## config.mk

```make
export PLATFORM = sky130hd
export DESIGN_NAME = ber_readout
export DESIGN_NICKNAME = d
export VERILOG_FILES = /design/src/rtl/ber_readout_pkg.sv /design/src/rtl/ber_snapshot.sv /design/src/rtl/ber_readout.sv
export SDC_FILE = /design/constraint.sdc
export NUM_CORES = 1
export LEC_CHECK = 0
export CAP_MARGIN = 20
export CORE_AREA = 2 2 186 152
export DETAILED_ROUTE_END_ITERATION = 8
export DIE_AREA = 0 0 188 154
export GPL_ROUTABILITY_DRIVEN = 0
export PLACE_DENSITY = 0.9
export SYNTH_ARGS = -nofsm -noshare
export SYNTH_HDL_FRONTEND = slang
export SYNTH_SLANG_ARGS = --single-unit
```

## constraint.sdc

```tcl
create_clock -name clk -period 2.55 [get_ports clk]
set_clock_uncertainty 0.1 [all_clocks]
set_input_delay 0.51 -clock clk [delete_from_list [all_inputs] [get_ports clk]]
set_output_delay 0.51 -clock clk [all_outputs]
set_load 0.02 [all_outputs]
```

## src/rtl/ber_readout_pkg.sv

```systemverilog
// Shared opcode, word-index and width defaults for the BER readout block.
package ber_readout_pkg;

    localparam int unsigned DATA_W_DEF        = 32;
    localparam int unsigned REG_COUNT_LEN_DEF = 64;
    localparam int unsigned OPC_W             = 8;
    localparam int unsigned IDX_W             = 3;

    localparam logic [OPC_W-1:0] OP_CLEAR     = 8'h01;
    localparam logic [OPC_W-1:0] OP_SET_EN    = 8'h02;
    localparam logic [OPC_W-1:0] OP_SET_PHASE = 8'h03;
    localparam logic [OPC_W-1:0] OP_SNAPSHOT  = 8'h04;
    localparam logic [OPC_W-1:0] OP_READ      = 8'h05;
    localparam logic [OPC_W-1:0] OP_ERR_TAG   = 8'hFF;

    // Shadow word indices: bit 0 selects the high half, bits [2:1] the counter.
    localparam logic [IDX_W-1:0] WORD_ERR_R_LO = 3'd0;
    localparam logic [IDX_W-1:0] WORD_ERR_R_HI = 3'd1;
    localparam logic [IDX_W-1:0] WORD_ERR_I_LO = 3'd2;
    localparam logic [IDX_W-1:0] WORD_ERR_I_HI = 3'd3;
    localparam logic [IDX_W-1:0] WORD_BIT_R_LO = 3'd4;
    localparam logic [IDX_W-1:0] WORD_BIT_R_HI = 3'd5;
    localparam logic [IDX_W-1:0] WORD_BIT_I_LO = 3'd6;
    localparam logic [IDX_W-1:0] WORD_BIT_I_HI = 3'd7;

    typedef enum logic [1:0] {
        ST_IDLE   = 2'd0,
        ST_DECODE = 2'd1,
        ST_RESP   = 2'd2
    } state_e;

endpackage

```

## src/rtl/ber_snapshot.sv

```systemverilog
// Atomic shadow copy of the four BER counters plus the host word read mux.
module ber_snapshot
    import ber_readout_pkg::*;
#(
    parameter int unsigned REG_COUNT_LEN = REG_COUNT_LEN_DEF,
    parameter int unsigned DATA_W        = DATA_W_DEF
) (
    input  logic                     clk,
    input  logic                     rst,
    input  logic                     load,
    input  logic [IDX_W-1:0]         idx,
    input  logic [REG_COUNT_LEN-1:0] error_count_r,
    input  logic [REG_COUNT_LEN-1:0] error_count_i,
    input  logic [REG_COUNT_LEN-1:0] bit_count_r,
    input  logic [REG_COUNT_LEN-1:0] bit_count_i,
    output logic [DATA_W-1:0]        rd_word_c
);

    logic [REG_COUNT_LEN-1:0] shadow_q [4];
    logic [REG_COUNT_LEN-1:0] sel_c;

    // All four shadows load on the same edge so a read-out set is coherent.
    always_ff @(posedge clk or negedge rst) begin
        if (!rst) begin
            for (int i = 0; i < 4; i++) shadow_q[i] <= '0;
        end else if (load) begin
            shadow_q[0] <= error_count_r;
            shadow_q[1] <= error_count_i;
            shadow_q[2] <= bit_count_r;
            shadow_q[3] <= bit_count_i;
        end
    end

    always_comb begin
        sel_c     = shadow_q[idx[2:1]];
        rd_word_c = idx[0] ? sel_c[2*DATA_W-1 -: DATA_W] : sel_c[DATA_W-1:0];
    end

endmodule

```

## src/rtl/ber_readout.sv

```systemverilog
// Host command interface for BER counters: enables, phase, snapshot and word read-back.
module ber_readout
    import ber_readout_pkg::*;
#(
    parameter int unsigned REG_COUNT_LEN = REG_COUNT_LEN_DEF,
    parameter int unsigned DATA_W        = DATA_W_DEF
) (
    input  logic                     clk,
    input  logic                     rst,
    input  logic                     i_cmd_valid,
    input  logic [DATA_W-1:0]        i_cmd,
    output logic                     o_cmd_ready,
    input  logic [REG_COUNT_LEN-1:0] i_error_count_r,
    input  logic [REG_COUNT_LEN-1:0] i_error_count_i,
    input  logic [REG_COUNT_LEN-1:0] i_bit_count_r,
    input  logic [REG_COUNT_LEN-1:0] i_bit_count_i,
    output logic [DATA_W-1:0]        o_data,
    output logic                     o_data_valid,
    output logic                     o_error,
    output logic                     o_enable_tx,
    output logic                     o_enable_rx,
    output logic                     o_enable_ber,
    output logic [1:0]               o_phase
);

    localparam int unsigned ARG_W = DATA_W - OPC_W;
    localparam int unsigned PAD_W = DATA_W - 2*OPC_W;

    state_e             state_q, state_d;
    logic [OPC_W-1:0]   op_in, op_q;
    logic [IDX_W-1:0]   idx_q;
    logic               accept_c, snap_load_c, resp_c, err_c;
    logic [DATA_W-1:0]  rd_word_c, resp_word_c;
    logic               unused_arg_c;

    assign op_in        = i_cmd[DATA_W-1 -: OPC_W];
    assign unused_arg_c = ^i_cmd[ARG_W-1:IDX_W];

    always_ff @(posedge clk or negedge rst) begin
        if (!rst) state_q <= ST_IDLE;
        else      state_q <= state_d;
    end

    always_comb begin
        state_d = state_q;
        case (state_q)
            ST_IDLE:   if (i_cmd_valid) state_d = ST_DECODE;
            ST_DECODE: state_d = ST_RESP;
            ST_RESP:   state_d = ST_IDLE;
            default:   state_d = ST_IDLE;
        endcase
    end

    always_comb begin
        accept_c    = 1'b0;
        snap_load_c = 1'b0;
        resp_c      = 1'b0;
        case (state_q)
            ST_IDLE:   accept_c = i_cmd_valid;
            ST_DECODE: begin
                snap_load_c = (op_q == OP_SNAPSHOT);
                resp_c      = 1'b1;
            end
            default: ;
        endcase
    end

    // Response word; unknown opcodes are tagged and flagged.
    always_comb begin
        resp_word_c = {op_q, ARG_W'(0)};
        err_c       = 1'b0;
        case (op_q)
            OP_CLEAR, OP_SET_EN, OP_SET_PHASE, OP_SNAPSHOT: ;
            OP_READ: resp_word_c = rd_word_c;
            default: begin
                resp_word_c = {OP_ERR_TAG, op_q, PAD_W'(0)};
                err_c       = 1'b1;
            end
        endcase
    end

    // Control registers take effect on the accept edge so they are live during DECODE.
    always_ff @(posedge clk or negedge rst) begin
        if (!rst) begin
            op_q         <= '0;
            idx_q        <= '0;
            o_cmd_ready  <= 1'b1;
            o_data       <= '0;
            o_data_valid <= 1'b0;
            o_error      <= 1'b0;
            o_enable_tx  <= 1'b0;
            o_enable_rx  <= 1'b0;
            o_enable_ber <= 1'b0;
            o_phase      <= 2'd0;
        end else begin
            o_cmd_ready  <= (state_d == ST_IDLE);
            o_data_valid <= resp_c;
            o_error      <= resp_c && err_c;
            if (resp_c) o_data <= resp_word_c;
            if (accept_c) begin
                op_q  <= op_in;
                idx_q <= i_cmd[IDX_W-1:0];
                case (op_in)
                    OP_CLEAR: begin
                        o_enable_tx  <= 1'b0;
                        o_enable_rx  <= 1'b0;
                        o_enable_ber <= 1'b0;
                        o_phase      <= 2'd0;
                    end
                    OP_SET_EN:    {o_enable_ber, o_enable_rx, o_enable_tx} <= i_cmd[2:0];
                    OP_SET_PHASE: o_phase <= i_cmd[1:0];
                    default: ;
                endcase
            end
        end
    end

    ber_snapshot #(
        .REG_COUNT_LEN (REG_COUNT_LEN),
        .DATA_W        (DATA_W)
    ) u_snapshot (
        .clk           (clk),
        .rst           (rst),
        .load          (snap_load_c),
        .idx           (idx_q),
        .error_count_r (i_error_count_r),
        .error_count_i (i_error_count_i),
        .bit_count_r   (i_bit_count_r),
        .bit_count_i   (i_bit_count_i),
        .rd_word_c     (rd_word_c)
    );

endmodule

```

==> flow_summary.json <==
{
  "area_delta_synth_final_pct": 36.46,
  "synth_fp_nets": 1142,
  "clk_pin_slew_ps": 60,
  "initial_core_util_pct": 49.63,
  "synth_most_common_cell": "dfrtp_1",
  "insertion_delay_ps": 560,
  "dp_hpwl_mm": 24.37,
  "clock-sinks": 308,
  "drv_cap": 0,
  "p_sw_mw": 3.725,
  "rows": 54,
  "synth_common_cells": "dfrtp_1, mux2_2, mux4_2",
  "min_period_over_period_pct": 89.38,
  "grt_pass1_vias": 9537,
  "grt_antenna_before_repair": 2,
  "totalWireLength_mm": 33.97,
  "start_kind": "flip-flop",
  "grt_overflow": 0,
  "p_per_area_nw_per_um2": 791.9,
  "worstPathMaxFanout": 1,
  "ir_drop_mv": 0.5565,
  "cp.arrival_ps": 1670,
  "die_y_um": 154,
  "rsz0062_at_grt": "no",
  "num_vias": 8508,
  "dpl_cell_area_um2": 17120,
  "synth_cell_types": 39,
  "critical_path_class": "reg2out",
  "hold_violations": 0,
  "finalMaxSlewViolations": 0,
  "grt_pass1_wl_mm": 53.39,
  "fp.dieW_um": 188,
  "dieArea_um2": 28950,
  "drtPass1Iterations": 4,
  "synth_top_area_share_pct": 57.42,
  "slowest_stage": "clkdlybuf4s50_1",
  "yosysTopAreaCell": "dfrtp_1",
  "final_nets": 1468,
  "grt_max_degree": 88,
  "grt_use_total_pct": 23.78,
  "synth.ff_latch_count": 308,
  "synth_edf_count": 0,
  "hold_path.class": "in2async",
  "intPower_mw": 10.73,
  "drtIter0Drc": 504,
  "cts_setup_buffers": 0,
  "routed_via_density": 5.433,
  "static-leakage-power_nw": 7.560,
  "stdcell_area_um2": 18260,
  "path_cells": "clkdlybuf4s50_1",
  "wire_per_inst_um": 21.69,
  "yosysWarnings": 0,
  "ys_async_sr_fraction_pct": 100.0,
  "cts_made_buffers": 31,
  "layout-drive-gt1-share_pct": 35.55,
  "setup-tns-final_ps": 0,
  "switching_share_pct": 25.77,
  "netlist_area_um2": 13380,
  "synth_flop_cell": "dfrtp_1",
  "drc": 0,
  "seq_area_frac_synth_pct": 57.62,
  "max_stage_delay_ps": 620,
  "worstPathBufferInverterCount": 1,
  "outcome": "finished clean",
  "clock.fmax_mhz": 438.8,
  "cts.path.max_buffers": 3,
  "seqPwrFrac_pct": 43.3,
  "p_comb_share_pct": 22.6,
  "endpoint_kind": "output pin",
  "tightest_slew_ps": 644.6,
  "nFillCells": 1782,
  "crit_required_ps": 1940,
  "cts_root_buf": "clkbuf_16",
  "ant_nets": 0,
  "synthCells": 851,
  "setup_viol": 0,
  "min_period_ps": 2279,
  "syn_area_per_cell_um2": 15.72,
  "tritoncts": "done",
  "core_um2": 26960,
  "ios": 331,
  "synthTopCellsByArea": "dfrtp_1, mux2_2, mux4_2, mux2i_1, buf_2",
  "clockPowerShare_pct": 34.1,
  "path_delay_family": "buffers and inverters",
  "numPortBuffers": 309,
  "slew_headroom_pct": 57.03,
  "cts.htree.levels": 1
}
[logic make-up after synthesis]
| logic type | Yosys count | synth area share [%] |
|---|---|---|
| buffers and inverters | 57 | 2.067 |
| muxes | 363 | 35.45 |
| DFF | 308 | 57.62 |
| AOI/OAI and AO/OA | 51 | 2.319 |
| and+or+nand+nor | 72 | 2.544 |
[final timing paths]
check                            startpoint                        to  slack [ps]  cells past startpoint
worst min-delay path                    rst  u_snapshot.shadow_q[211]         360                      2
worst max-delay path            o_cmd_ready               o_cmd_ready         270                      1
min in group clk                  o_data[3]                 o_data[3]         380                      2
max in group asynchronous               rst               o_cmd_ready        1230                      3
worst max register to register      op_q[5]                o_data[16]         320                      5
worst min register to register    o_data[3]                 o_data[3]         380                      2
[routing by layer]
layer | up-vias | share of wire (%) | GRT usage, %
met2 | 287 | 49 | 39.91
met4 | 0 | 2.5 | 6.037
met3 | 56 | 7.3 | 6.483
met5 | - | 0 | 0
met1 | 4357 | 41 | 30.85
li1 | 3808 | - | -
[repair_timing]
action	4_1_cts	5_1_grt
hold endpoints to repair	46	0
resized for setup	0	0
hold buffers	1	0
[registers in the layout (all words and copies together) (netlist names)]
| name | count |
|---|---|
| u_snapshot.shadow_q | 256 |
| o_data | 32 |
| op_q | 8 |
| idx_q | 3 |
| o_phase | 2 |
| o_cmd_ready | 1 |
| o_data_valid | 1 |
| o_enable_ber | 1 |
| o_enable_rx | 1 |
| o_enable_tx | 1 |
| o_error | 1 |
| state_q | 1 |
[metrics by stage]
| step | hold WS (ps) | worst slack (ps) | cells | utilization (%) | power (mW) |
|---|---|---|---|---|---|
| 2_1_floorplan | 114.4 | 559.2 | 851 | - | 8.153 |
| 6_report | 355.9 | 270.9 | 1566 | 67.72 | 14.46 |
| 3_5_place_dp | 363.7 | 371.9 | 1507 | 63.50 | 9.623 |
| 4_1_cts | 359.7 | 240.8 | 1565 | 67.72 | 14.59 |
| 5_1_grt | 384.6 | 218.3 | 1566 | 67.72 | 15.10 |
| 3_3_place_gp | 365.4 | 410.9 | 1507 | 63.50 | 9.450 |
[layout by cell type, fill, tap and decap left out, types with 3 or more instances in the layout]
cell type	n
dfrtp_1	304
clkinv_2	3
a21oi_1	8
nand2_1	32
mux4_2	62
bufinv_16	5
nand2b_1	3
clkbuf_16	31
o21ai_0	5
mux2i_1	34
mux2_2	267
clkbuf_1	4
nand3b_1	3
nand4_1	3
clkdlybuf4s50_1	308
clkbuf_8	10
buf_12	13
o211ai_1	6
nor3_1	4
nor2_1	16
o21ai_1	20
buf_4	24
[power groups by stage]
stage	clock, mW	combinational [mW]	sequential (mW)
CTS	5.01	3.32	6.26
global route	5.23	3.50	6.36
detailed placement	0	3.29	6.33
floorplan	0	1.96	6.19
finish	4.93	3.26	6.27
global placement	0	3.19	6.26
[worst reg2reg max path, cell delays in order, from the launching register on]
cell and delay, ps:
dfrtp_1 440, or4_4 590, or4_1 520, buf_4 240, nor2_1 140, a221o_1 110
[area by class of cell]
class / count / area, µm² / share of cell area (%)
antenna: 1 / 2.502 / 0.01371
sequential: 308 / 7717 / 42.27
inverter: 3 / 11.26 / 0.06168
clock buffer: 45 / 928.4 / 5.085
tap: 364 / 455.4 / 2.495
clock inverter: 12 / 197.7 / 1.083
multi-input combinational: 486 / 5396 / 29.56
timing repair buffer: 347 / 3548 / 19.44
Power figures use the tool's default switching activity.
